File: src/rtl/cnn_pkg.sv
// Shared definitions for the CNN datapath blocks.
//  - CNN_DATA_W / CNN_ADDR_W : default pixel and buffer address widths
//  - maxp_state_e            : state encoding of the max-pooling engine
//  - maxp_tap()              : buffer offset of window tap k (0..3) for a map of width img_w
package cnn_pkg;

    localparam int CNN_DATA_W = 16;
    localparam int CNN_ADDR_W = 10;

    typedef enum logic [2:0] {
        MAXP_IDLE = 3'd0,
        MAXP_RD0  = 3'd1,
        MAXP_RD1  = 3'd2,
        MAXP_RD2  = 3'd3,
        MAXP_RD3  = 3'd4,
        MAXP_CMP  = 3'd5,
        MAXP_WR   = 3'd6
    } maxp_state_e;

    // 2x2 window taps in row-major order: top-left, top-right, bottom-left, bottom-right
    function automatic int unsigned maxp_tap(input logic [1:0] k, input int unsigned img_w);
        case (k)
            2'd0:    return 32'd0;
            2'd1:    return 32'd1;
            2'd2:    return img_w;
            default: return img_w + 32'd1;
        endcase
    endfunction

endpackage

File: src/rtl/maxp_engine_max2.sv
// Combinational signed maximum of two operands.
//  i_a, i_b : DATA_W-bit two's complement operands
//  o_max    : the larger of the two (either one on a tie)
module max2 #(
    parameter int DATA_W = 16
) (
    input  logic [DATA_W-1:0] i_a,
    input  logic [DATA_W-1:0] i_b,
    output logic [DATA_W-1:0] o_max
);

    assign o_max = ($signed(i_a) > $signed(i_b)) ? i_a : i_b;

endmodule

File: src/rtl/maxp_engine.sv
// 2x2 / stride-2 max-pooling engine answering the controller's en/done handshake.
// Reads an IMG_W x IMG_H map at SRC_BASE, writes the (IMG_W/2) x (IMG_H/2) pooled
// map at DST_BASE, six cycles per output (RD0..RD3, CMP, WR).
//  clk, rst          : clock; asynchronous active-low reset
//  en                : one-cycle start pulse (ignored while a pass is running)
//  done, busy        : pass-complete level / pass-in-progress level
//  rd_en/rd_addr     : buffer read port, rd_data valid one cycle after rd_en
//  wr_en/wr_addr/wr_data : buffer write port for pooled pixels
module maxp_engine
    import cnn_pkg::*;
#(
    parameter int DATA_W   = CNN_DATA_W,
    parameter int ADDR_W   = CNN_ADDR_W,
    parameter int IMG_W    = 8,
    parameter int IMG_H    = 8,
    parameter int SRC_BASE = 0,
    parameter int DST_BASE = 256
) (
    input  logic              clk,
    input  logic              rst,
    input  logic              en,
    output logic              done,
    output logic              busy,
    output logic              rd_en,
    output logic [ADDR_W-1:0] rd_addr,
    input  logic [DATA_W-1:0] rd_data,
    output logic              wr_en,
    output logic [ADDR_W-1:0] wr_addr,
    output logic [DATA_W-1:0] wr_data
);

    localparam int OW = IMG_W / 2;
    localparam int OH = IMG_H / 2;
    localparam logic GEOM_OK = (OW > 0) && (OH > 0);
    localparam logic [ADDR_W-1:0] OW_A    = ADDR_W'(OW);
    localparam logic [ADDR_W-1:0] OH_A    = ADDR_W'(OH);
    localparam logic [ADDR_W-1:0] IMG_W_A = ADDR_W'(IMG_W);
    localparam logic [ADDR_W-1:0] SRC_A   = ADDR_W'(SRC_BASE);
    localparam logic [ADDR_W-1:0] DST_A   = ADDR_W'(DST_BASE);
    localparam logic [ADDR_W-1:0] ONE_A   = ADDR_W'(1);

    maxp_state_e       r_state;
    maxp_state_e       w_state_nxt;
    logic [ADDR_W-1:0] r_ox, r_oy;
    logic [ADDR_W-1:0] w_ox_nxt, w_oy_nxt;
    logic [DATA_W-1:0] r_max;
    logic [DATA_W-1:0] w_max_s;
    logic [DATA_W-1:0] w_max_nxt;
    logic              r_pend;
    logic [1:0]        w_tap_k;
    logic              w_rd_en_nxt, w_wr_en_nxt;
    logic [ADDR_W-1:0] w_rd_addr_nxt, w_wr_addr_nxt;
    logic              w_ox_last, w_oy_last;

    max2 #(.DATA_W(DATA_W)) u_max2 (
        .i_a   (r_max),
        .i_b   (rd_data),
        .o_max (w_max_s)
    );

    assign w_ox_last = (r_ox == (OW_A - ONE_A));
    assign w_oy_last = (r_oy == (OH_A - ONE_A));

    // Next state and next output-position counters
    always_comb begin
        w_state_nxt = r_state;
        w_ox_nxt    = r_ox;
        w_oy_nxt    = r_oy;
        case (r_state)
            MAXP_IDLE: begin
                w_ox_nxt = '0;
                w_oy_nxt = '0;
                // A degenerate geometry never leaves IDLE; done is pulsed via r_pend
                if (en && GEOM_OK) begin
                    w_state_nxt = MAXP_RD0;
                end else begin
                    w_state_nxt = MAXP_IDLE;
                end
            end
            MAXP_RD0: w_state_nxt = MAXP_RD1;
            MAXP_RD1: w_state_nxt = MAXP_RD2;
            MAXP_RD2: w_state_nxt = MAXP_RD3;
            MAXP_RD3: w_state_nxt = MAXP_CMP;
            MAXP_CMP: w_state_nxt = MAXP_WR;
            MAXP_WR: begin
                if (w_ox_last) begin
                    w_ox_nxt = '0;
                    if (w_oy_last) begin
                        w_oy_nxt    = '0;
                        w_state_nxt = MAXP_IDLE;
                    end else begin
                        w_oy_nxt    = r_oy + ONE_A;
                        w_state_nxt = MAXP_RD0;
                    end
                end else begin
                    w_ox_nxt    = r_ox + ONE_A;
                    w_state_nxt = MAXP_RD0;
                end
            end
            default: w_state_nxt = MAXP_IDLE;
        endcase
    end

    // Output values for the coming state, so every port is driven from a flop
    always_comb begin
        case (w_state_nxt)
            MAXP_RD0: w_tap_k = 2'd0;
            MAXP_RD1: w_tap_k = 2'd1;
            MAXP_RD2: w_tap_k = 2'd2;
            default:  w_tap_k = 2'd3;
        endcase
        case (r_state)
            MAXP_RD1:                     w_max_nxt = rd_data;
            MAXP_RD2, MAXP_RD3, MAXP_CMP: w_max_nxt = w_max_s;
            default:                      w_max_nxt = r_max;
        endcase
        w_rd_en_nxt = (w_state_nxt == MAXP_RD0) || (w_state_nxt == MAXP_RD1) ||
                      (w_state_nxt == MAXP_RD2) || (w_state_nxt == MAXP_RD3);
        w_wr_en_nxt = (w_state_nxt == MAXP_WR);
        if (w_rd_en_nxt) begin
            w_rd_addr_nxt = SRC_A + ((w_oy_nxt << 1) * IMG_W_A) + (w_ox_nxt << 1)
                          + ADDR_W'(maxp_tap(w_tap_k, IMG_W));
        end else begin
            w_rd_addr_nxt = '0;
        end
        if (w_wr_en_nxt) begin
            w_wr_addr_nxt = DST_A + (w_oy_nxt * OW_A) + w_ox_nxt;
        end else begin
            w_wr_addr_nxt = '0;
        end
    end

    // State, counters, running max and buffer port registers
    always_ff @(posedge clk or negedge rst) begin
        if (!rst) begin
            r_state <= MAXP_IDLE;
            r_ox    <= '0;
            r_oy    <= '0;
            r_max   <= '0;
            busy    <= 1'b0;
            rd_en   <= 1'b0;
            rd_addr <= '0;
            wr_en   <= 1'b0;
            wr_addr <= '0;
            wr_data <= '0;
        end else begin
            r_state <= w_state_nxt;
            r_ox    <= w_ox_nxt;
            r_oy    <= w_oy_nxt;
            r_max   <= w_max_nxt;
            busy    <= (w_state_nxt != MAXP_IDLE);
            rd_en   <= w_rd_en_nxt;
            rd_addr <= w_rd_addr_nxt;
            wr_en   <= w_wr_en_nxt;
            wr_addr <= w_wr_addr_nxt;
            wr_data <= w_wr_en_nxt ? w_max_nxt : '0;
        end
    end

    // done handshake: cleared on an accepted start, set after the last write
    // (or one cycle after the start when there is nothing to pool)
    always_ff @(posedge clk or negedge rst) begin
        if (!rst) begin
            done   <= 1'b0;
            r_pend <= 1'b0;
        end else if ((r_state == MAXP_IDLE) && en) begin
            done   <= 1'b0;
            r_pend <= !GEOM_OK;
        end else if (r_pend) begin
            done   <= 1'b1;
            r_pend <= 1'b0;
        end else if ((r_state == MAXP_WR) && (w_state_nxt == MAXP_IDLE)) begin
            done   <= 1'b1;
            r_pend <= 1'b0;
        end else begin
            done   <= done;
            r_pend <= 1'b0;
        end
    end

endmodule

File: config.mk
export PLATFORM = sky130hd
export DESIGN_NAME = maxp_engine
export DESIGN_NICKNAME = d
export VERILOG_FILES = /design/src/rtl/cnn_pkg.sv /design/src/rtl/maxp_engine_max2.sv /design/src/rtl/maxp_engine.sv
export SDC_FILE = /design/constraint.sdc
export NUM_CORES = 1
export LEC_CHECK = 0
export ABC_AREA = 1
export CORE_MARGIN = 5
export CORE_UTILIZATION = 60
export CTS_CLUSTER_DIAMETER = 100
export DETAILED_ROUTE_END_ITERATION = 10
export PLACE_DENSITY = 0.89
export SLEW_MARGIN = 5
export SYNTH_ARGS = -nofsm -noshare
export SYNTH_HDL_FRONTEND = slang
export SYNTH_HIERARCHICAL = 1
export SYNTH_SLANG_ARGS = --single-unit
File: constraint.sdc
create_clock -name clk -period 7.75 [get_ports clk]
set_input_delay 0.775 -clock clk [delete_from_list [all_inputs] [get_ports clk]]
set_output_delay 0.775 -clock clk [all_outputs]
set_load 0.005 [all_outputs]
# After elaboration in Yosys (flattened, before gate mapping)
# Index checks and enable logic that the tools add are counted.
dict set report word_totals {
  reg_bits 79
}
dict set report classes {
  add_sub_neg 6
  n_lt_le_gt_ge 1
  n_eq_ne 16
  n_mux 19
  reduce_logical 13
}
# cell count
set ops {}
lappend ops {{$mux W10} 6}
lappend ops {{$pmux W10 S2} 2}
lappend ops {{$mux W16} 2}
lappend ops {{$pmux W16 S2} 1}
lappend ops {{$add A10 B10 Y10} 3}
lappend ops {{$pmux W3 S7} 1}
lappend ops {{$add A10 B1 Y10 const B} 2}
lappend ops {{$eq A10 B2 Y1 const B} 2}
lappend ops {{$gt A16 B16 Y1} 1}
lappend ops {{$eq A3 B3 Y1 const B} 5}
lappend ops {{$eq A3 B2 Y1 const B} 4}
lappend ops {{$pmux W4 S3} 1}
lappend ops {{$add A9 B10 Y10 const A} 1}
lappend ops {{$eq A3 B1 Y1 const B} 2}
lappend ops {{$logic_not A3 Y1} 2}
lappend ops {{$pmux W2 S3} 1}
lappend ops {{$mux W1} 4}
lappend ops {{$reduce_bool A2 Y1} 2}
lappend ops {{$logic_or A1 B1 Y1} 3}
lappend ops {{$mux W3} 1}
lappend ops {{$reduce_bool A3 Y1} 1}
lappend ops {{$reduce_or A3 Y1} 1}
lappend ops {{$eq A2 B1 Y1 const B} 1}
lappend ops {{$eq A2 B2 Y1 const B} 1}
lappend ops {{4 further kinds} 5}

# Longest topological paths before layout
# Gate-level depths: netlist of the first run.
dict set report logic_depth {
  word_depth 11
  mapped_depth 26
  depth_no_buf 25
}

# By module
# The synthesis of the first run kept the hierarchy.
# module n_inst cells_each area_each_um2 seq_area_each_um2
set by_module_without_submodules {}
lappend by_module_without_submodules {maxp_engine 1 452 3955.0 1976.9}
lappend by_module_without_submodules {max2 1 130 797.0 0.0}

# Worst setup path after synthesis of the first run
# No wires, ideal clock.
dict set report synth_timing {
  kind {register to register}
  start {register r_ox[0]}
  end {register wr_addr[9]}
  setup_ps 117
  t_arrival_ps 2796
  required_ps 7633
  path_slack_ps 4837
  stages_incl_launch_ff 24
  synth_period_minus_slack_ps 2913
  cell_sequence {dfrtp_1 -> ha_1 -> nand3_1 -> nor2_4 -> nand2_2 -> nand2_2 -> inv_2 -> nor2_4 -> nor3b_1 -> ha_1 -> inv_1 -> fa_1 -> inv_1 -> nand3_1 -> nand2_1 -> nand2_1 -> nand2_1 -> nand2_1 -> nand2_1 -> inv_1 -> nand2_1 -> nand2_1 -> nor2_1 -> nor2_1}
}
dict set report synth_between {
  elab_chain_cells 6
}
# element line
set synth_rtl {}
lappend synth_rtl {{from (decl)} maxp_engine.sv:44} ;# logic [ADDR_W-1:0] r_ox, r_oy;
lappend synth_rtl {{from (signal assigned)} maxp_engine.sv:148} ;# r_ox <= w_ox_nxt;
lappend synth_rtl {{$eq A10 B2 Y1} maxp_engine.sv:61} ;# assign w_ox_last = (r_ox == (OW_A - ONE_A));
lappend synth_rtl {{$mux W10} maxp_engine.sv:86} ;# if (w_ox_last) begin
lappend synth_rtl {{$pmux W10 S2} maxp_engine.sv:69} ;# case (r_state)
lappend synth_rtl {{via w_oy_nxt[2]} maxp_engine.sv:45} ;# logic [ADDR_W-1:0] w_ox_nxt, w_oy_nxt;
lappend synth_rtl {{$add A9 B10 Y10} maxp_engine.sv:127} ;# w_wr_addr_nxt = DST_A + (w_oy_nxt * OW_A) + w_ox_nxt;
lappend synth_rtl {{$add A10 B10 Y10} maxp_engine.sv:127}
lappend synth_rtl {{$mux W10} maxp_engine.sv:126} ;# if (w_wr_en_nxt) begin
lappend synth_rtl {{via w_wr_addr_nxt[9]} maxp_engine.sv:52} ;# logic [ADDR_W-1:0] w_rd_addr_nxt, w_wr_addr_nxt;
lappend synth_rtl {{to (signal assigned)} maxp_engine.sv:155} ;# wr_addr <= w_wr_addr_nxt;
lappend synth_rtl {{to (decl)} maxp_engine.sv:28} ;# output logic [ADDR_W-1:0] wr_addr,
# The timed path passes the listed nets, and every way through them passes these cells. The select of a mux whose other input is x is not followed.
# A chain may end at the register's enable or synchronous reset.

# Worst setup path after layout of the first run
# Same ends and word-level chain as after synthesis.

==> flow_summary.yaml, run 1 <==
status:
  status: "completed"
synth:
  yosysWarnings: 6
  postSynthAreaPerCell_um2: 8.17
  synth_top_cell_area_share_pct: 41.6
  synth_cell_types: 38
  synth_seq_cells: 79
  ys_top_cells_by_count: "138 x nand2_1, 99 x inv_1, 79 x dfrtp_1"
  synth.most_common_cell: "nand2_1"
  yosysSeqAreaShare_pct: 41.6
  ys_top_cells_by_area: "dfrtp_1 42%, nand2_1 11%, ha_1 9.7%"
  syn_nets: 640
  synth_area_um2: 4750
  synth_edf_count: 0
  yosysTopAreaCell: "dfrtp_1"
  synth_flop_cell: "dfrtp_1"
  syn_inst: 582
  synthArstFlopShare_pct: 100
routing:
  first_iter_violations: 248
  drc_errors: 0
  ant_nets: 0
  wl_per_cell_um: 14.7
  dr.pass1.iters: 6
  vias: 4162
  viasPerCell: 5.56
  finalWirelength_um: 11000
sta:
  hold_viol: 0
  period_share_pct: 45.0
  setup_tns_ns: 0
  slew-limit-headroom_pct: 35.0
  post-route-min-period_ns: 3.49
  tightest_slew_ns: 0.974
  final-setup-viol-count: 0
  max_freq_ghz: 0.287
  drv_slew: 0
  rsz0062_at_grt: "no"
  skew_ns: 0.0102
cells_and_area:
  stdcell_area_um2: 5600
  fin_nets: 699
  ff_latch_area_um2: 1980
  drive_gt1_share_pct: 9.13
  area_growth_pct: 17.7
  multiInputGateArea_um2: 2310
  postLayoutCoreUtil_pct: 72.4
  diodes: 0
  num-fill-cells: 577
cts:
  ctsResizeCount: 0
  cts_hold_buf: 0
  root_buffer: "clkbuf_8"
  clk_path_buf_depth: 2
  clk_pin_slew_worst_paths_ns: 0.08
  cts_tree: "yes"
  cts_num_sinks: 79
  htree_levels: 3
  clk_latency_ns: 0.35
  post_cts_buffers: 0
  cts_buffers: 9
critical_path:
  required_ns: 8.03
  crit_path_start_kind: "flop"
  crit_type: "flop to flop"
  end_kind: "flop"
  arrival_ns: 3.77
  crit_fanout: 10
grt:
  antenna_found_initial: 0
  grt_pass1_wl_um: 19000
  met1_usage_pct: 30.0
  grt_max_degree: 80
  grt_busiest_layer: "met2"
  grtUsageMet3_pct: 5.66
  grt_overflow: 0
  use_met2_pct: 39.4
  grt_usage_pct: 23.7
  grt_pass1_vias: 4078
die:
  dieArea_um2: 9800
  rows: 32
  die_y_um: 99.0
  die_w_um: 99.0
  io_pins: 59
  core_area_um2: 7730
  start_util_pct: 61.5
pwr:
  irDropWorstVdd_uv: 140
  p_leak_nw: 2.93
  power_density_nw_per_um2: 196
placement:
  dp_hpwl_um: 7830
  numPortBuffers: 58
  postPlaceCellArea_um2: 5400
  place_congestion: 0.968
job:
  drv_cap: 0
min_path:
  min_path_type: "flop to flop"
sequential cells by signal, indices dropped and copies added (netlist names), 3 cells and up:
register	cells
r_max	16
wr_addr	10
r_oy	10
wr_data	16
r_ox	10
r_state	3
rd_addr	10
worst paths after layout:
path	cells after the start	from	slack, ns	end
min in group asynchronous	1	rst	0.57	wr_addr[7]
min reg2reg	2	r_max[8]	0.55	r_max[8]
max	22	r_ox[0]	4.26	wr_addr[9]
max in group asynchronous	1	rst	6.55	wr_data[7]
min	2	r_max[8]	0.55	r_max[8]
max reg2reg	22	r_ox[0]	4.26	wr_addr[9]
routing by layer:
metal	part of all wire [%]	vias to the layer above	routed length (um)
li1	-	2003	-
met1	41	1972	4530
met2	50	170	5500
met3	7.0	17	768
met4	1.8	0	196
met5	0	-	0
layout by cell type (no fill, tap or decap), types with 2 or more instances in the layout:
master           netlist  final
xnor2_1                3      3
nor3b_1                2      2
nand3_1               29     29
xor2_1                 7      7
inv_1                 99     99
fa_1                   2      2
o22ai_1                2      2
inv_2                  9      9
nand4_1               25     25
nor2_2                 5      5
nor2_1                25     25
ha_1                  37     37
nand2_2               16     16
dfrtp_1               79     79
nand2_4                2      2
nand3_4                3      3
a21oi_1               34     34
nor3_1                 6      6
clkbuf_8               0     10
clkdlybuf4s50_1        0     57
nor2_4                 2      2
a22o_1                16     16
clkinvlp_4             0      3
nand2_1              138    138
or2_1                  3      3
o21ai_0               16     16
worst max-delay path, stage by stage, from the launching register on:
cell     delay [ns]
dfrtp_1        0.41
ha_1           0.23
nand3_1        0.17
nor2_4         0.29
nand2_2        0.13
o21ai_0        0.15
nor3b_1        0.46
ha_1           0.25
inv_1          0.07
fa_1           0.41
inv_1          0.11
nand3_1        0.08
nand2_1        0.11
nand2_1        0.06
nand2_1        0.05
nand2_1        0.04
nand2_1        0.06
inv_1          0.04
nand2_1        0.05
nand2_1        0.06
nand2_1        0.06
nand2_1        0.04
nor2_1         0.10
cell type report:
class | instances | area share [%]
Clock buffer | 11 | 2.53
Timing Repair Buffer | 58 | 10.3
Inverter | 108 | 7.25
Sequential cell | 79 | 35.3
Clock inverter | 5 | 1.03
Multi-Input combinational cell | 385 | 41.3
Tap cell | 102 | 2.28
cells by family after synthesis:
logic type               synth area share [%]
buffers and inverters                    9.82
AND/OR/NAND/NOR                          26.5
AO/OA/AOI/OAI                            9.61
XOR/XNOR                                 1.84
adder cells (fa/ha/maj)                  10.6
flip-flops                               41.6
where the power goes:
| group | leakage (nW) | total, mW | switching [mW] | internal, mW |
|---|---|---|---|---|
| clock | 0.0916 | 0.313 | 0.156 | 0.157 |
| combinational | 1.80 | 0.300 | 0.191 | 0.108 |
| sequential | 1.04 | 0.485 | 0.0366 | 0.448 |
through the flow:
stage,cells,hold WS (ns),power [mW],setup WS (ns)
final,748,0.549,1.10,4.26
after global routing,748,0.577,1.17,3.96
after CTS,748,0.548,1.10,4.29
after detailed placement,732,0.529,0.787,4.21
after global placement,732,0.518,0.777,4.26
after floorplan,582,0.479,0.732,4.84
No activity file was read; power rests on OpenSTA's default activity.
==> run 2, diff against run 1 <==
--- a/config.mk
+++ b/config.mk
@@ -7,10 +7,10 @@
 export LEC_CHECK = 0
 export ABC_AREA = 1
 export CORE_MARGIN = 5
-export CORE_UTILIZATION = 60
+export CORE_UTILIZATION = 56
 export CTS_CLUSTER_DIAMETER = 100
 export DETAILED_ROUTE_END_ITERATION = 10
-export PLACE_DENSITY = 0.89
+export PLACE_DENSITY = 0.84
 export SLEW_MARGIN = 5
 export SYNTH_ARGS = -nofsm -noshare
 export SYNTH_HDL_FRONTEND = slang
==> constraint.sdc (replaced) <==
create_clock -name clk -period 3.24 [get_ports clk]
set_input_delay 0.324 -clock clk [delete_from_list [all_inputs] [get_ports clk]]
set_output_delay 0.324 -clock clk [all_outputs]
set_load 0.005 [all_outputs]
==> flow_summary.yaml, run 2 (same netlist as run 1, synthesis figures left out) <==
sta:
  final-setup-viol-count: 0
  max_freq_ghz: 0.327
  hold_viol: 0
  tightest_slew_ns: 0.974
  post-route-min-period_ns: 3.06
  whs_ns: 0.0943
  skew_ns: 0.0104
  rsz0062_at_grt: "yes"
  drv_slew: 0
  setup_tns_ns: 0
  period_share_pct: 94.4
  slew-limit-headroom_pct: 35.0
cts:
  cts_hold_buf: 0
  clk_path_buf_depth: 2
  htree_levels: 3
  cts_num_sinks: 79
  clk_latency_ns: 0.37
  clk_pin_slew_worst_paths_ns: 0.09
  cts_buffers: 9
  root_buffer: "clkbuf_8"
  cts_tree: "yes"
cells_and_area:
  final_common_cell: "nand2_1"
  finalNonFillerCells: 779
  final_cell_mix: "135 x nand2_1, 96 x inv_1, 76 x dfrtp_1"
  diodes: 0
  postLayoutCoreUtil_pct: 71.7
  area_growth_pct: 24.6
  layout_top_registers: "r_max: 16 flops, wr_data: 16 flops"
  fin_nets: 727
  drive_gt1_share_pct: 16.2
grt:
  grt_usage_pct: 23.9
  grt_max_degree: 80
  antenna_found_initial: 0
  grt_pass1_wl_um: 19600
  grt_overflow: 0
  grt_pass1_vias: 4226
pwr:
  p_leak_nw: 3.09
  power_density_nw_per_um2: 453
  total_power_mw: 2.68
  irDropWorstVdd_uv: 357
placement:
  dp.cells: 751
  dp_hpwl_um: 8640
  numPortBuffers: 58
  place_congestion: 0.945
routing:
  ant_nets: 0
  drc_errors: 0
  viasPerCell: 5.53
  dr.pass1.iters: 5
  finalWirelength_um: 12000
  wl_per_cell_um: 15.5
  first_iter_violations: 229
  vias: 4308
critical_path:
  path_delay_family: "simple AND/OR/NAND/NOR gates"
  cpMostUsedCell: "nand2_1"
  end_kind: "flop"
  cp_num_buf_inv: 4
  crit_path_start_kind: "flop"
  crit_type: "flop to flop"
  path_cells: "ha_4 > nand3_2 > nor2_4 > buf_4 > nand2_1 > o21ai_2 > ha_1 > ha_2 > inv_1 > fa_2 > inv_2 > nand3_1 > nand2_2 > nand2_1 > nand2_1 > nand2_1 > nand2_1 > inv_1 > nand2_1 > nand2_1 > nand2_1 > nand2_1 > nor2_1"
  required_ns: 3.54
  arrival_ns: 3.35
  slowest_stage: "dfrtp_1"
  max_stage_delay_ns: 0.42
  crit_fanout: 4
min_path:
  min_path_type: "primary input to asynchronous set/reset pin"
die:
  die_w_um: 102
  die_y_um: 102
  io_pins: 59
  dieArea_um2: 10400
  start_util_pct: 57.5
  rows: 33
  core_area_um2: 8260
status:
  status: "completed"
job:
  drv_cap: 0
==> run 2: cell types whose count changed in the layout (fill, tap and decap cells not counted), sizes merged <==
cell	change
buf	+28
clkbuf	+1
clkinvlp	-1
==> run 2: path summary, 6_finish.rpt <==
| path | startpoint | end | slack [ns] | cells after the start |
|---|---|---|---|---|
| worst min-delay path | rst | r_oy[6] | 0.09 | 1 |
| worst min register to register | r_oy[9] | r_oy[9] | 0.54 | 2 |
| max in group asynchronous | rst | r_state[0] | 2.43 | 1 |
| worst max-delay path | r_ox[1] | wr_addr[9] | 0.18 | 23 |
| min in group clk | r_oy[9] | r_oy[9] | 0.54 | 2 |
| worst max register to register | r_ox[1] | wr_addr[9] | 0.18 | 23 |
==> run 2: metrics by stage <==
stage	area, um^2	worst slack, ns
after CTS	5760	0.0135
after detailed placement	5520	-0.181
final	5920	0.183
after global routing	5920	-0.0479
after global placement	5520	-0.133
after floorplan	4750	0.327
==> run 2: what timing repair did <==
| action | CTS | global route |
|---|---|---|
| pin swaps | 1 | 11 |
| setup endpoints to repair | 2 | 3 |
| buffers inserted | 3 | 9 |
| resized for setup | 4 | 25 |
==> run 2: routing by layer <==
metal	vias to the layer above	track usage, %	routed length [um]
met4	0	10.4	362
met5	-	0	0
met1	2055	29.6	4820
li1	2053	-	-
met3	34	4.44	736
met2	166	40.8	6120
==> run 2: cell type report <==
type	count	area (um^2)
multi-input cells	385	2410
fillers	626	2340
flip-flops and latches	79	1980
repair buffers	86	788
inverters	108	405
clock buffers	12	155
well taps	105	131
clock inverters	4	53.8
==> run 2: report_power, final <==
| part | switching (mW) | internal [mW] | leakage (nW) |
|---|---|---|---|
| sequential | 0.0908 | 1.07 | 1.04 |
| clock | 0.385 | 0.400 | 0.0988 |
| combinational | 0.473 | 0.261 | 1.96 |
